$ cat src/rtl/nibble_sel_pkg.sv
// Shared definitions for the nibble selector pipeline: per-lane mode
// encodings and the width of the accepted-request counter.
package nibble_sel_pkg;

  typedef enum logic [1:0] {
    MODE_A    = 2'b00,
    MODE_B    = 2'b01,
    MODE_ZERO = 2'b10,
    MODE_HOLD = 2'b11
  } mode_e;

  localparam int XFER_CNT_W = 16;

endpackage

$ cat src/rtl/nibble_lane_mux.sv
// One output lane of the nibble selector: picks a field from source A or B,
// forces zero, or repeats the lane's previous value. Purely combinational.
module nibble_lane_mux
  import nibble_sel_pkg::*;
#(
  parameter int DATA_W = 32,
  parameter int NIB_W  = 4,
  parameter int IDX_W  = $clog2(DATA_W / NIB_W)
) (
  input  logic [DATA_W-1:0] data_a_i,
  input  logic [DATA_W-1:0] data_b_i,
  input  logic [IDX_W-1:0]  sel_a_i,
  input  logic [IDX_W-1:0]  sel_b_i,
  input  logic [1:0]        mode_i,
  input  logic [NIB_W-1:0]  last_i,
  output logic [NIB_W-1:0]  lane_o
);

  // Lane value selection; every index is in range because the field count is a power of two
  always_comb begin
    lane_o = '0;
    case (mode_e'(mode_i))
      MODE_A:    lane_o = data_a_i[int'(sel_a_i) * NIB_W +: NIB_W];
      MODE_B:    lane_o = data_b_i[int'(sel_b_i) * NIB_W +: NIB_W];
      MODE_ZERO: lane_o = '0;
      MODE_HOLD: lane_o = last_i;
    endcase
  end

endmodule

$ cat src/rtl/nibble_selector_pipe.sv
// Parametrised nibble selector with a 2-entry output buffer and valid/ready
// handshakes on both sides. Feeds the downstream byte/nibble packer from the
// register-file read ports. Outputs depend only on registers.
module nibble_selector_pipe
  import nibble_sel_pkg::*;
#(
  parameter int DATA_W = 32,
  parameter int NIB_W  = 4,
  parameter int LANES  = 4,
  parameter int IDX_W  = $clog2(DATA_W / NIB_W)
) (
  input  logic                    clk_i,
  input  logic                    rst_i,
  input  logic                    in_valid_i,
  output logic                    in_ready_o,
  input  logic [DATA_W-1:0]       data_a_i,
  input  logic [DATA_W-1:0]       data_b_i,
  input  logic [LANES*IDX_W-1:0]  sel_a_i,
  input  logic [LANES*IDX_W-1:0]  sel_b_i,
  input  logic [LANES*2-1:0]      mode_i,
  output logic                    out_valid_o,
  input  logic                    out_ready_i,
  output logic [LANES*NIB_W-1:0]  data_out_o,
  output logic [XFER_CNT_W-1:0]   xfer_cnt_o
);

  localparam int OUT_W = LANES * NIB_W;

  logic [OUT_W-1:0]      laneVal;
  logic [OUT_W-1:0]      lastQ, lastD;
  logic [OUT_W-1:0]      bufQ [2];
  logic [OUT_W-1:0]      bufD [2];
  logic                  wrPtrQ, wrPtrD;
  logic                  rdPtrQ, rdPtrD;
  logic [1:0]            countQ, countD;
  logic                  inReadyQ, inReadyD;
  logic [XFER_CNT_W-1:0] xferCntQ, xferCntD;
  logic                  accept;
  logic                  pop;

  for (genvar g = 0; g < LANES; g++) begin : gLane
    nibble_lane_mux #(
      .DATA_W (DATA_W),
      .NIB_W  (NIB_W),
      .IDX_W  (IDX_W)
    ) uLaneMux (
      .data_a_i (data_a_i),
      .data_b_i (data_b_i),
      .sel_a_i  (sel_a_i[g*IDX_W +: IDX_W]),
      .sel_b_i  (sel_b_i[g*IDX_W +: IDX_W]),
      .mode_i   (mode_i[g*2 +: 2]),
      .last_i   (lastQ[g*NIB_W +: NIB_W]),
      .lane_o   (laneVal[g*NIB_W +: NIB_W])
    );
  end

  assign accept      = in_valid_i & inReadyQ;
  assign pop         = (countQ != 2'd0) & out_ready_i;
  assign in_ready_o  = inReadyQ;
  assign out_valid_o = (countQ != 2'd0);
  assign data_out_o  = (countQ != 2'd0) ? bufQ[rdPtrQ] : '0;
  assign xfer_cnt_o  = xferCntQ;

  // Next state: LAST tracks every accepted lane value, the FIFO pushes on accept and pops on
  // consumer handshake, ready is decoded from the next count so it is a plain register output
  always_comb begin
    lastD    = lastQ;
    bufD     = bufQ;
    wrPtrD   = wrPtrQ;
    rdPtrD   = rdPtrQ;
    countD   = countQ;
    xferCntD = xferCntQ;

    if (accept) begin
      lastD          = laneVal;
      bufD[wrPtrQ]   = laneVal;
      wrPtrD         = ~wrPtrQ;
      if (xferCntQ != '1) begin
        xferCntD = xferCntQ + 1'b1;
      end
    end

    if (pop) begin
      rdPtrD = ~rdPtrQ;
    end

    case ({accept, pop})
      2'b10:   countD = countQ + 2'd1;
      2'b01:   countD = countQ - 2'd1;
      default: countD = countQ;
    endcase

    inReadyD = (countD != 2'd2);
  end

  // State registers; reset empties the buffer and clears history and counter immediately
  always_ff @(posedge clk_i or posedge rst_i) begin
    if (rst_i) begin
      lastQ    <= '0;
      bufQ[0]  <= '0;
      bufQ[1]  <= '0;
      wrPtrQ   <= 1'b0;
      rdPtrQ   <= 1'b0;
      countQ   <= 2'd0;
      inReadyQ <= 1'b1;
      xferCntQ <= '0;
    end else begin
      lastQ    <= lastD;
      bufQ[0]  <= bufD[0];
      bufQ[1]  <= bufD[1];
      wrPtrQ   <= wrPtrD;
      rdPtrQ   <= rdPtrD;
      countQ   <= countD;
      inReadyQ <= inReadyD;
      xferCntQ <= xferCntD;
    end
  end

endmodule

$ cat config.mk
export PLATFORM = sky130hd
export DESIGN_NAME = nibble_selector_pipe
export DESIGN_NICKNAME = d
export VERILOG_FILES = /design/src/rtl/nibble_sel_pkg.sv /design/src/rtl/nibble_lane_mux.sv /design/src/rtl/nibble_selector_pipe.sv
export SDC_FILE = /design/constraint.sdc
export NUM_CORES = 1
export LEC_CHECK = 0
export ABC_AREA = 1
export CAP_MARGIN = 20
export CORE_ASPECT_RATIO = 1.4
export CORE_UTILIZATION = 35
export DETAILED_ROUTE_END_ITERATION = 6
export GPL_TIMING_DRIVEN = 0
export MAX_ROUTING_LAYER = met4
export PLACE_DENSITY = 0.61
export SLEW_MARGIN = 5
export SYNTH_ARGS = -nofsm -noshare
export SYNTH_HDL_FRONTEND = slang
export SYNTH_SLANG_ARGS = --single-unit
$ cat constraint.sdc
create_clock -name clk_i -period 4.96 [get_ports clk_i]
set_clock_uncertainty 0.05 [all_clocks]
set_input_delay 0.992 -clock clk_i [delete_from_list [all_inputs] [get_ports clk_i]]
set_output_delay 0.992 -clock clk_i [all_outputs]
set_load 0.02 [all_outputs]
== Word level (Yosys, flattened, before mapping) ==
Cells that the tools add are included.

* Output and inout bits: 34
* Flip-flop bits (word level): 69
* Input port bits: 100
* Logic and storage cells: 63

* Magnitude comparators: 3
* Reductions and logical operators: 7
* Muxes and demuxes: 12
* Bitwise gates (word level): 6
* Shift-type cells: 8
* $add $sub $neg: 3
* Equality and inequality tests: 16

{| class="wikitable"
|+ Operator list
! kind !! count
|-
| $shiftx 32x6->4 || 8
|-
| $mux 16 || 5
|-
| $pmux 4 s4 || 4
|-
| $bwmux 32 || 1
|-
| $eq 2x2->1 const B || 9
|-
| $add 16x1->16 const B || 1
|-
| $demux 16 s1 || 1
|-
| $ne 16x16->1 const B || 1
|-
| $eq 2x1->1 const B || 5
|-
| $logic_not 2->1 || 4
|-
| $ge 2x2->1 const B || 2
|-
| $not 1->2 || 2
|-
| $pmux 2 s2 || 1
|-
| $add 2x1->2 const B || 1
|-
| $and 1x1->1 || 2
|-
| $lt 2x1->1 const B || 1
|-
| $ne 2x2->1 const B || 1
|-
| $not 1->1 || 2
|-
| $reduce_and 2->1 || 1
|-
| $reduce_bool 2->1 || 1
|-
| $sub 2x1->2 const B || 1
|-
| $logic_and 1x1->1 || 1
|}

== Longest topological paths before layout ==
Gate-level depths: netlist of the first run.

* Word-level depth: 6
* Mapped depth: 10
* Mapped depth without buffers: 9

== Hierarchy ==
A second synthesis of the first run with hierarchy kept.

* Cells, all modules: 1164
* Area total of the unflattened synthesis: 6656.4 um^2

{| class="wikitable"
|+ Modules (own cells, without submodules)
! module !! area an instance (um^2) !! seq. area each (um^2) !! cells each !! instances
|-
| nibble_lane_mux || 860.8 || 0.0 || 193 || 4
|-
| nibble_selector_pipe || 3213.1 || 1727.9 || 392 || 1
|}

== Worst setup path before layout of the first run ==
Ideal clock, no wire load.

* Kind: input-to-reg
* From: input port in_valid_i
* To: register inReadyQ, in the netlist in_ready_o
* Slack: 2.577 ns
* Arrival: 2.245 ns
* Required time: 4.822 ns
* Stages on the path: 8
* Path through: nand2_1 buf_2 clkbuf_1 ha_1 a21oi_1 o21ai_0 xnor2_1 nand3_1

* Cells in the longest elaborated chain, start to end: 4

{| class="wikitable"
|+ Ends and longest elaborated chain
! element !! line !! RTL
|-
| start, declared || nibble_selector_pipe.sv:14 || <nowiki>input logic in_valid_i,</nowiki>
|-
| $and 1x1->1 * || nibble_selector_pipe.sv:57 || <nowiki>assign accept = in_valid_i & inReadyQ;</nowiki>
|-
| $eq 2x1->1 or $eq 2x2->1 (tied branches) || nibble_selector_pipe.sv:87 || <nowiki>case ({accept, pop})</nowiki>
|-
| $pmux 2 s2 * || nibble_selector_pipe.sv:87 ||
|-
| named net countD[1] || nibble_selector_pipe.sv:35 || <nowiki>logic [1:0] countQ, countD;</nowiki>
|-
| $ne 2x2->1 * || nibble_selector_pipe.sv:93 || <nowiki>inReadyD = (countD != 2'd2);</nowiki>
|-
| named net inReadyD || nibble_selector_pipe.sv:36 || <nowiki>logic inReadyQ, inReadyD;</nowiki>
|-
| end signal, assigned || nibble_selector_pipe.sv:114 || <nowiki>inReadyQ <= inReadyD;</nowiki>
|-
| end, declared || nibble_selector_pipe.sv:36 ||
|}

The timed path passes the listed nets; every way through them passes the cells marked *.
A chain may end at the register's enable or synchronous reset.

== Worst setup path after layout of the first run ==
* From: register rdPtrQ
* To: output port data_out_o[7]

* Cells in the longest elaborated chain, start to end: 5

{| class="wikitable"
|+ Ends and longest elaborated chain
! element !! line !! RTL
|-
| start, declared || nibble_selector_pipe.sv:34 || <nowiki>logic rdPtrQ, rdPtrD;</nowiki>
|-
| start signal, assigned || nibble_selector_pipe.sv:112 || <nowiki>rdPtrQ <= rdPtrD;</nowiki>
|-
| $not 1->2 (implied by the code) || nibble_selector_pipe.sv:61 || <nowiki>assign data_out_o = (countQ != 2'd0) ? bufQ[rdPtrQ] : '0;</nowiki>
|-
| $mux 16 (implied by the code) (3 in series) || nibble_selector_pipe.sv:61 ||
|-
| $mux 16 || nibble_selector_pipe.sv:61 ||
|-
| end, declared || nibble_selector_pipe.sv:23 || <nowiki>output logic [LANES*NIB_W-1:0] data_out_o,</nowiki>
|}

Every way passes these cells. The select of a mux whose other input is x is not followed.

==> flow_summary.ini, run 1 <==
[status]
outcome = finished, final reports clean

[power]
vdd_drop_max_mv = 0.289
p_leak_nw = 4.01
power_density_nw_per_um2 = 375

[worst_setup_path]
required_ns = 3.92
critPathSlowestCell = clkdlybuf4s50_1
worstPathCellList = clkbuf_1 > clkbuf_1 > nand2_1 > a21oi_1 > clkdlybuf4s50_1
reg2reg_from = in_ready_o
cp_common_cell = clkbuf_1
critPathCaptureType = output pin
critPathKind = flip-flop to output pin
critical_path.max_stage_delay_ns = 0.66
cp-start-kind = flip-flop
reg2regPathDepth = 8
r2r-end = in_ready_o
rrSetupSlack_ns = 2.75
path_delay_family = buffers and inverters
cp.arrival_ns = 2.46
cp_max_fo = 10
crit_buf_inv = 3

[cts]
clk_pin_slew_ns = 0.06
cts.path.max_buffers = 2
cts.sinks = 69
htreeDepth = 3
ctsHoldBuffers = 0
root_buffer = clkbuf_16
numCtsBuffers = 9
post_cts_buffers = 0
cts_resized = 0
cts_tree = done
insertion_delay_ns = 0.33

[synthesis]
synth_cell_type_count = 28
synth-edff-count = 0
syn_area_per_cell_um2 = 5.74
synth_ff_type = dfrtp_1
synth-seq-cells = 69
postSynthCellCount = 1040
yosysWarnings = 0
async_flop_share_pct = 100
seq_area_frac_synth_pct = 28.9
synthesis.area_um2 = 5970
yosysTopAreaCellShare_pct = 30.1
synth_area_leaders = nand2_1, dfrtp_1, nand3_1, inv_1, buf_2
synth_top_cell_by_area = nand2_1
synth_nets = 1142

[floorplan]
die_w_um = 112
die_area_um2 = 17600
row_count = 56
coreArea_um2 = 16700
die_y_um = 157
start_util_pct = 35.7
io_pins = 134

[timing]
rsz0062_at_grt = no
period_minus_slack_ns = 3.51
worst_pin_slew_ns = 0.653
setup_violations = 0
max_freq_mhz = 285
slew_headroom_pct = 56.3
drv_slew = 0
hold_viol = 0
fin_hold_ws_ns = 0.426
finalCritPeriodShare_pct = 70.7
fin_tns_setup_ns = 0

[detailed_routing]
drt_wl_total_um = 22600
route.vias.total = 7069
drt_pass1_iterations = 7
postRouteAntennaNets = 0
wl_per_cell_um = 16.4
route.detailed.drc = 0
viasPerCell = 5.13
drt-initial-drc-count = 618

[flow_run]
maxCapViolCount = 0

[global_routing]
antenna_found_initial = 0
gr-total-overflow = 0
grt_pass1_vias = 6604
grt_max_degree = 67
grt_use_total_pct = 26.6
grt_pass1_wl_um = 35200

[min_path]
hold_depth = 2
hold_path_end = lastQ[2]
hold_start = lastQ[2]
hold_path_class = flip-flop to flip-flop

[place]
gp_congestion = 0.964
hpwl_um = 17400
portBuffers = 117

[final_layout]
fillers = 1800
finalNetCount = 1271
diodes = 0
drive_above_1_share_pct = 5.71
areaGrowthSynthToFinish_pct = 29.7
## cell usage after synthesis, drive strengths merged (2+ instances only)
master	count
xor2	2
clkbuf	10
dfrtp	68
o21ai	7
xnor2	10
ha	2
nand4	4
nor3	3
a21oi	17
nand3	264
inv	109
nand2	482
buf	36
nor2	22
## routing by layer
metal	routed length (µm)	share of wire, %	global-route usage, %
met1	9410	42	31.6
met2	10900	48	45.1
met3	1430	6.3	3.21
met4	896	4.0	12.1
met5	0	0	-
## worst reg2reg max path, cell delays in order (launching register included)
cell,delay (ns)
dfstp_2,0.36
nand2_1,0.15
buf_2,0.27
clkbuf_1,0.45
ha_1,0.36
a21oi_1,0.11
o21ai_0,0.10
xnor2_1,0.19
nand3_1,0.09
## placed cells by master (no fill, tap or decap), types with 2 or more instances in the layout
cell type        count
buf_2               23
clkbuf_1            12
inv_2                2
dfrtp_1             68
nand3_1            262
o21ai_2              2
inv_1              106
nand2_2              2
clkbuf_16            9
clkdlybuf4s50_1    117
xor2_1               2
ha_1                 2
o21ai_0              5
nand3_2              2
bufinv_16            2
nor2_2               2
nand2_1            479
buf_6                2
nand4_1              4
buf_4               11
nor2_1              19
a21oi_1             17
xnor2_1             10
nor3_1               2
## state kept, by name, summed over array words and instances (netlist names)
name / cells
countQ: 2
xfer_cnt_o: 16
bufQ: 32
lastQ: 16
rdPtrQ: 1
wrPtrQ: 1
in_ready_o: 1
## final cells by class
cell class,count,area [µm²],share of cell area (%)
well taps,203,254,3.28
flip-flops and latches,69,1730,22.3
multi-input cells,816,3580,46.2
inverters,109,412,5.31
clock buffers,12,246,3.18
repair buffers,118,1200,15.5
clock inverters,4,72.6,0.937
plain buffers,46,258,3.33
## report_power, final
part / total, W / leakage (nW) / switching, W / internal (W)
clock network: 0.000687 / 0.153 / 0.000234 / 0.000453
registers: 0.000913 / 0.889 / 0.000135 / 0.000778
logic: 0.00130 / 2.97 / 0.000783 / 0.000522
## worst max path at each step
| stage | cells past startpoint | slack, ns | from | endpoint |
|---|---|---|---|---|
| 2_1_floorplan | 1 | 2.18 | rst_i | bufQ[0] |
| 6_report | 5 | 1.45 | rdPtrQ | data_out_o[7] |
| 3_5_place_dp | 9 | 1.63 | in_valid_i | in_ready_o |
| 5_1_grt | 5 | 1.24 | rdPtrQ | data_out_o[7] |
| 4_1_cts | 5 | 1.42 | rdPtrQ | data_out_o[7] |
| 3_3_place_gp | 2 | 0.87 | rst_i | xfer_cnt_o[11] |
## cells by family (layout without fill, tap and decap cells)
family / count (synthesis) / count (layout) / share of synthesized area, %
simple gates: 777 / 777 / 55.5
buf+inv: 155 / 289 / 11.2
flops: 69 / 69 / 28.9
compound gates: 25 / 25 / 2.28
xor+xnor: 12 / 12 / 1.76
fa+ha+maj: 2 / 2 / 0.419
## metrics by stage
stage	total power, W	utilization (%)	std cells	area [µm²]	setup WS, ns
finish	0.00290	46.3	1377	7750	1.45
global route	0.00310	46.3	1377	7750	1.24
CTS	0.00292	46.3	1377	7750	1.42
detailed placement	0.00222	44.4	1361	7430	1.63
global placement	0.00221	44.2	1360	7400	0.869
floorplan	0.00169	-	1040	5970	2.18
No activity file was read; power rests on OpenSTA's default activity.
==> run 2: changes to the inputs <==
- clock period: 4.96 -> 3.3 ns (I/O delays scaled with it)
==> run 2 against run 1 <==
Net effect: non-clock buffer count unchanged; worst hold slack about the same; cell count unchanged; largest cell class unchanged; via count increased by 0.13%; final area about the same; utilization about the same; critical path type unchanged; die area unchanged.
==> flow_summary.ini, run 2 (synthesized netlist as in run 1, its figures left out) <==
[floorplan]
io_pins = 134
start_util_pct = 35.7
coreArea_um2 = 16700
die_area_um2 = 17600
die_w_um = 112
row_count = 56
die_y_um = 157

[detailed_routing]
drt_pass1_iterations = 6
drt-initial-drc-count = 662
route.detailed.drc = 0
viasPerCell = 5.14
wl_met3_um = 1470
highest_layer = met4
drt_wl_total_um = 22600
m1WireLength_um = 9310
route.met2.wl_um = 10900
wl_per_cell_um = 16.4
postRouteAntennaNets = 0
route.vias.total = 7078

[cts]
cts.path.max_buffers = 2
cts_tree = done
clk_pin_slew_ns = 0.06
numCtsBuffers = 9
root_buffer = clkbuf_16
post_cts_buffers = 0
htreeDepth = 3
insertion_delay_ns = 0.33
cts.sinks = 69

[place]
hpwl_um = 17400
portBuffers = 117
gp_congestion = 0.964
place_ws_ns = 0.298

[final_layout]
diodes = 0
seq_area_um2 = 1730
multi_input_area_um2 = 3580
final_cell_mix = nand2_1, nand3_1, clkdlybuf4s50_1, inv_1, dfrtp_1
final_common_cell = nand2_1
final_util_pct = 46.3
fillers = 1801
regMostFlops = bufQ
areaGrowthSynthToFinish_pct = 29.8
largest_reg_flops = 32
finalNetCount = 1271
drive_above_1_share_pct = 5.88

[min_path]
hold_depth = 2
hold_start = lastQ[2]
hold_path_end = lastQ[2]
hold_path_class = flip-flop to flip-flop

[power]
power_density_nw_per_um2 = 564
combPwrFrac_pct = 44.9
p_leak_nw = 4.01
clkPwrFrac_pct = 23.7
p_switching_w = 0.00173
intPower_w = 0.00264
p_seq_share_pct = 31.4
swShare_pct = 39.7
vdd_drop_max_mv = 0.434

[worst_setup_path]
critPathCaptureType = output pin
rrSetupSlack_ns = 1.08
cp-start-kind = flip-flop
cp_max_fo = 10
critPathKind = flip-flop to output pin
reg2reg_from = in_ready_o
required_ns = 2.59
cp.arrival_ns = 2.37
r2r-end = in_ready_o
reg2regPathDepth = 8

[timing]
max_freq_mhz = 325
finalCritPeriodShare_pct = 93.3
period_minus_slack_ns = 3.08
worst_pin_slew_ns = 0.535
setup_violations = 0
rsz0062_at_grt = no
drv_slew = 0
setup_slack_ns = 0.221
hold_viol = 0
slew_headroom_pct = 64.3

[global_routing]
grt_pass1_wl_um = 35200
grt_use_total_pct = 26.6
grt_max_degree = 67
antenna_found_initial = 0
gr-total-overflow = 0
grt_pass1_vias = 6604

[flow_run]
maxCapViolCount = 0

[status]
outcome = finished, final reports clean
[run 2: cell count changes in the layout (fill, tap and decap cells not counted)]
cell      previous run  this run
clkbuf_1            12        11
clkbuf_2             0         1
nor2_1              19        18
nor2_2               2         3
[run 2: layout make-up]
type / instances / area share (%)
clock buffer: 12 / 3.18
inverter: 109 / 5.31
sequential: 69 / 22.3
tap: 203 / 3.28
clock inverter: 4 / 0.936
timing repair buffer: 118 / 15.5
buffer: 46 / 3.34
multi-input combinational: 816 / 46.2
[run 2: timing repair]
| action | in CTS | in global routing |
|---|---|---|
| setup endpoints to repair | 0 | 4 |
| hold buffers | 0 | 0 |
| resized for setup | 0 | 3 |
[run 2: power by group through the flow]
stage	Combinational (W)	Sequential (W)	Clock, W
floorplan	0.00117	0.00138	0
global placement	0.00195	0.00138	0
detailed placement	0.00196	0.00138	0
CTS	0.00197	0.00137	0.00105
global route	0.00217	0.00141	0.00108
finish	0.00196	0.00137	0.00104
[run 2: worst max-delay path: stages, from the launching register on]
cell             delay [ns]
dfrtp_1                0.35
clkbuf_1               0.21
inv_1                  0.23
buf_2                  0.27
nand2_1                0.07
a21oi_1                0.24
clkdlybuf4s50_1        0.66
[run 2: per-stage QoR]
stage	hold slack, ns	area (µm²)	power (W)	TNS, ns	cells
after global routing	0.444	7750	0.00467	0	1377
after global placement	0.411	7400	0.00333	-30.84	1360
final	0.426	7750	0.00437	0	1377
after floorplan	0.399	5970	0.00254	0	1040
after CTS	0.430	7750	0.00439	0	1377
after detailed placement	0.415	7430	0.00334	0	1361
[run 2: worst max-delay path by stage]
stage,from,endpoint,slack [ns],cells after the start
after CTS,rdPtrQ,data_out_o[7],0.09,5
after global routing,rdPtrQ,data_out_o[7],0.05,6
final,rdPtrQ,data_out_o[7],0.22,6
after detailed placement,in_valid_i,in_ready_o,0.30,9
after floorplan,rst_i,bufQ[0],0.85,1
after global placement,rst_i,xfer_cnt_o[11],-0.46,2
[run 2: per-layer routing]
layer  global-route usage [%]  vias to the layer above
li1                         -                     3544
met1                     31.6                     3200
met2                     45.1                      286
met3                     3.21                       48
met4                     12.1                        0
met5                        -                        -
==> run 3: changes to the inputs <==
- CORE_ASPECT_RATIO: 1.4 -> 1.2
==> run 3 against run 2 <==
Net effect: wire length grew 1.2%; worst hold slack gained 0.0027 ns; power shrank 1.4%; register-to-register slack is essentially flat; critical endpoint is now data_out_o[13]; highest routed layer unchanged.
==> flow_summary.ini, run 3 (synthesized netlist as in run 1, its figures left out) <==
[final_layout]
largest_reg_flops = 32
final_cell_mix = nand2_1, nand3_1, clkdlybuf4s50_1, inv_1, dfrtp_1
finalNetCount = 1271
diodes = 0
regMostFlops = bufQ
drive_above_1_share_pct = 5.88
final_util_pct = 47.1
areaGrowthSynthToFinish_pct = 29.7
final_common_cell = nand2_1

[worst_setup_path]
cp_max_fo = 10
cp_common_cell = clkbuf_1
worstPathCellList = clkbuf_1 > clkbuf_1 > nand2_1 > a21oi_1 > clkdlybuf4s50_1
required_ns = 2.59
cp.arrival_ns = 2.39
cp-start-kind = flip-flop
crit_buf_inv = 3
cp_num_cells = 5
critical_path.max_stage_delay_ns = 0.65
critPathSlowestCell = clkdlybuf4s50_1
reg2regPathDepth = 8
critPathKind = flip-flop to output pin
critPathCaptureType = output pin
path_delay_family = buffers and inverters

[cts]
ctsHoldBuffers = 0
clk_pin_slew_ns = 0.06
numCtsBuffers = 9
cts.path.max_buffers = 2
insertion_delay_ns = 0.33
cts_tree = done
cts.sinks = 69
cts_resized = 0
post_cts_buffers = 0
htreeDepth = 3
root_buffer = clkbuf_16

[timing]
setup_slack_ns = 0.195
fin_tns_setup_ns = 0
hold_viol = 0
finalCritPeriodShare_pct = 94.1
drv_slew = 0
worst_pin_slew_ns = 0.571
period_minus_slack_ns = 3.10
rsz0062_at_grt = no
setup_violations = 0
slew_headroom_pct = 61.8
max_freq_mhz = 322

[detailed_routing]
wl_met3_um = 1540
route.met2.wl_um = 11200
drt-initial-drc-count = 575
route.detailed.drc = 0
highest_layer = met4
m1WireLength_um = 9050
wl_per_cell_um = 16.5
drt_wl_total_um = 22900
drt_pass1_iterations = 6
postRouteAntennaNets = 0
viasPerCell = 5.12
route.vias.total = 7103

[global_routing]
antenna_found_initial = 0
grt_use_total_pct = 27.0
grt_pass1_vias = 6740
grt_pass1_wl_um = 35700
grt_max_degree = 65
gr-total-overflow = 0

[place]
place_ws_ns = 0.344
gp_congestion = 0.946
portBuffers = 117
hpwl_um = 17600

[power]
vdd_drop_max_mv = 0.388
p_leak_nw = 4.00
power_w = 0.00431
power_density_nw_per_um2 = 556

[flow_run]
maxCapViolCount = 0

[floorplan]
coreArea_um2 = 16500
die_w_um = 121
io_pins = 134
die_y_um = 145
row_count = 51
die_area_um2 = 17600
start_util_pct = 36.3

[min_path]
hold_path_class = flip-flop to flip-flop
hold_depth = 2

[status]
outcome = finished, final reports clean
-- run 3: worst paths after layout --
path / from / end / slack (ns)
max: rdPtrQ / data_out_o[13] / 0.20
min: bufQ[7] / bufQ[7] / 0.43
max reg2reg: in_ready_o / in_ready_o / 1.09
min reg2reg: bufQ[7] / bufQ[7] / 0.43
max in group asynchronous: rst_i / xfer_cnt_o[14] / 2.16
min in group asynchronous: rst_i / xfer_cnt_o[1] / 0.51
-- run 3: layout make-up --
type	count	area, µm²
Multi-Input combinational cell	816	3580
Sequential cell	69	1730
Tap cell	212	265
Clock inverter	6	71.3
Clock buffer	10	239
Timing Repair Buffer	118	1200
Inverter	109	412
Buffer	46	258
Fill cell	1725	8710
-- run 3: per-layer routing --
layer | GRT usage, % | vias to the layer above
met5 | - | -
met4 | 14.1 | 0
met3 | 3.54 | 66
met2 | 45.2 | 312
met1 | 31.1 | 3177
li1 | - | 3548
-- run 3: where the power goes --
| part | internal [W] | leakage [nW] | switching, W |
|---|---|---|---|
| Sequential | 0.00117 | 0.889 | 0.000204 |
| Clock | 0.000611 | 0.145 | 0.000378 |
| Combinational | 0.000784 | 2.97 | 0.00117 |
-- run 3: stage by stage --
step	area [µm²]	instances	hold WS (ns)
after floorplan	5970	1040	0.399
after global placement	7410	1369	0.412
after detailed placement	7440	1370	0.415
after CTS	7750	1386	0.431
after global routing	7750	1386	0.453
final	7750	1386	0.428
-- run 3: worst register-to-register path, cell delays in order (launching register included) --
cell and delay [ns]:
dfstp_2 0.36, nand2_1 0.10, buf_2 0.25, clkbuf_1 0.47, ha_1 0.37, a21oi_1 0.12
o21ai_0 0.11, xnor2_1 0.20, nand3_1 0.09
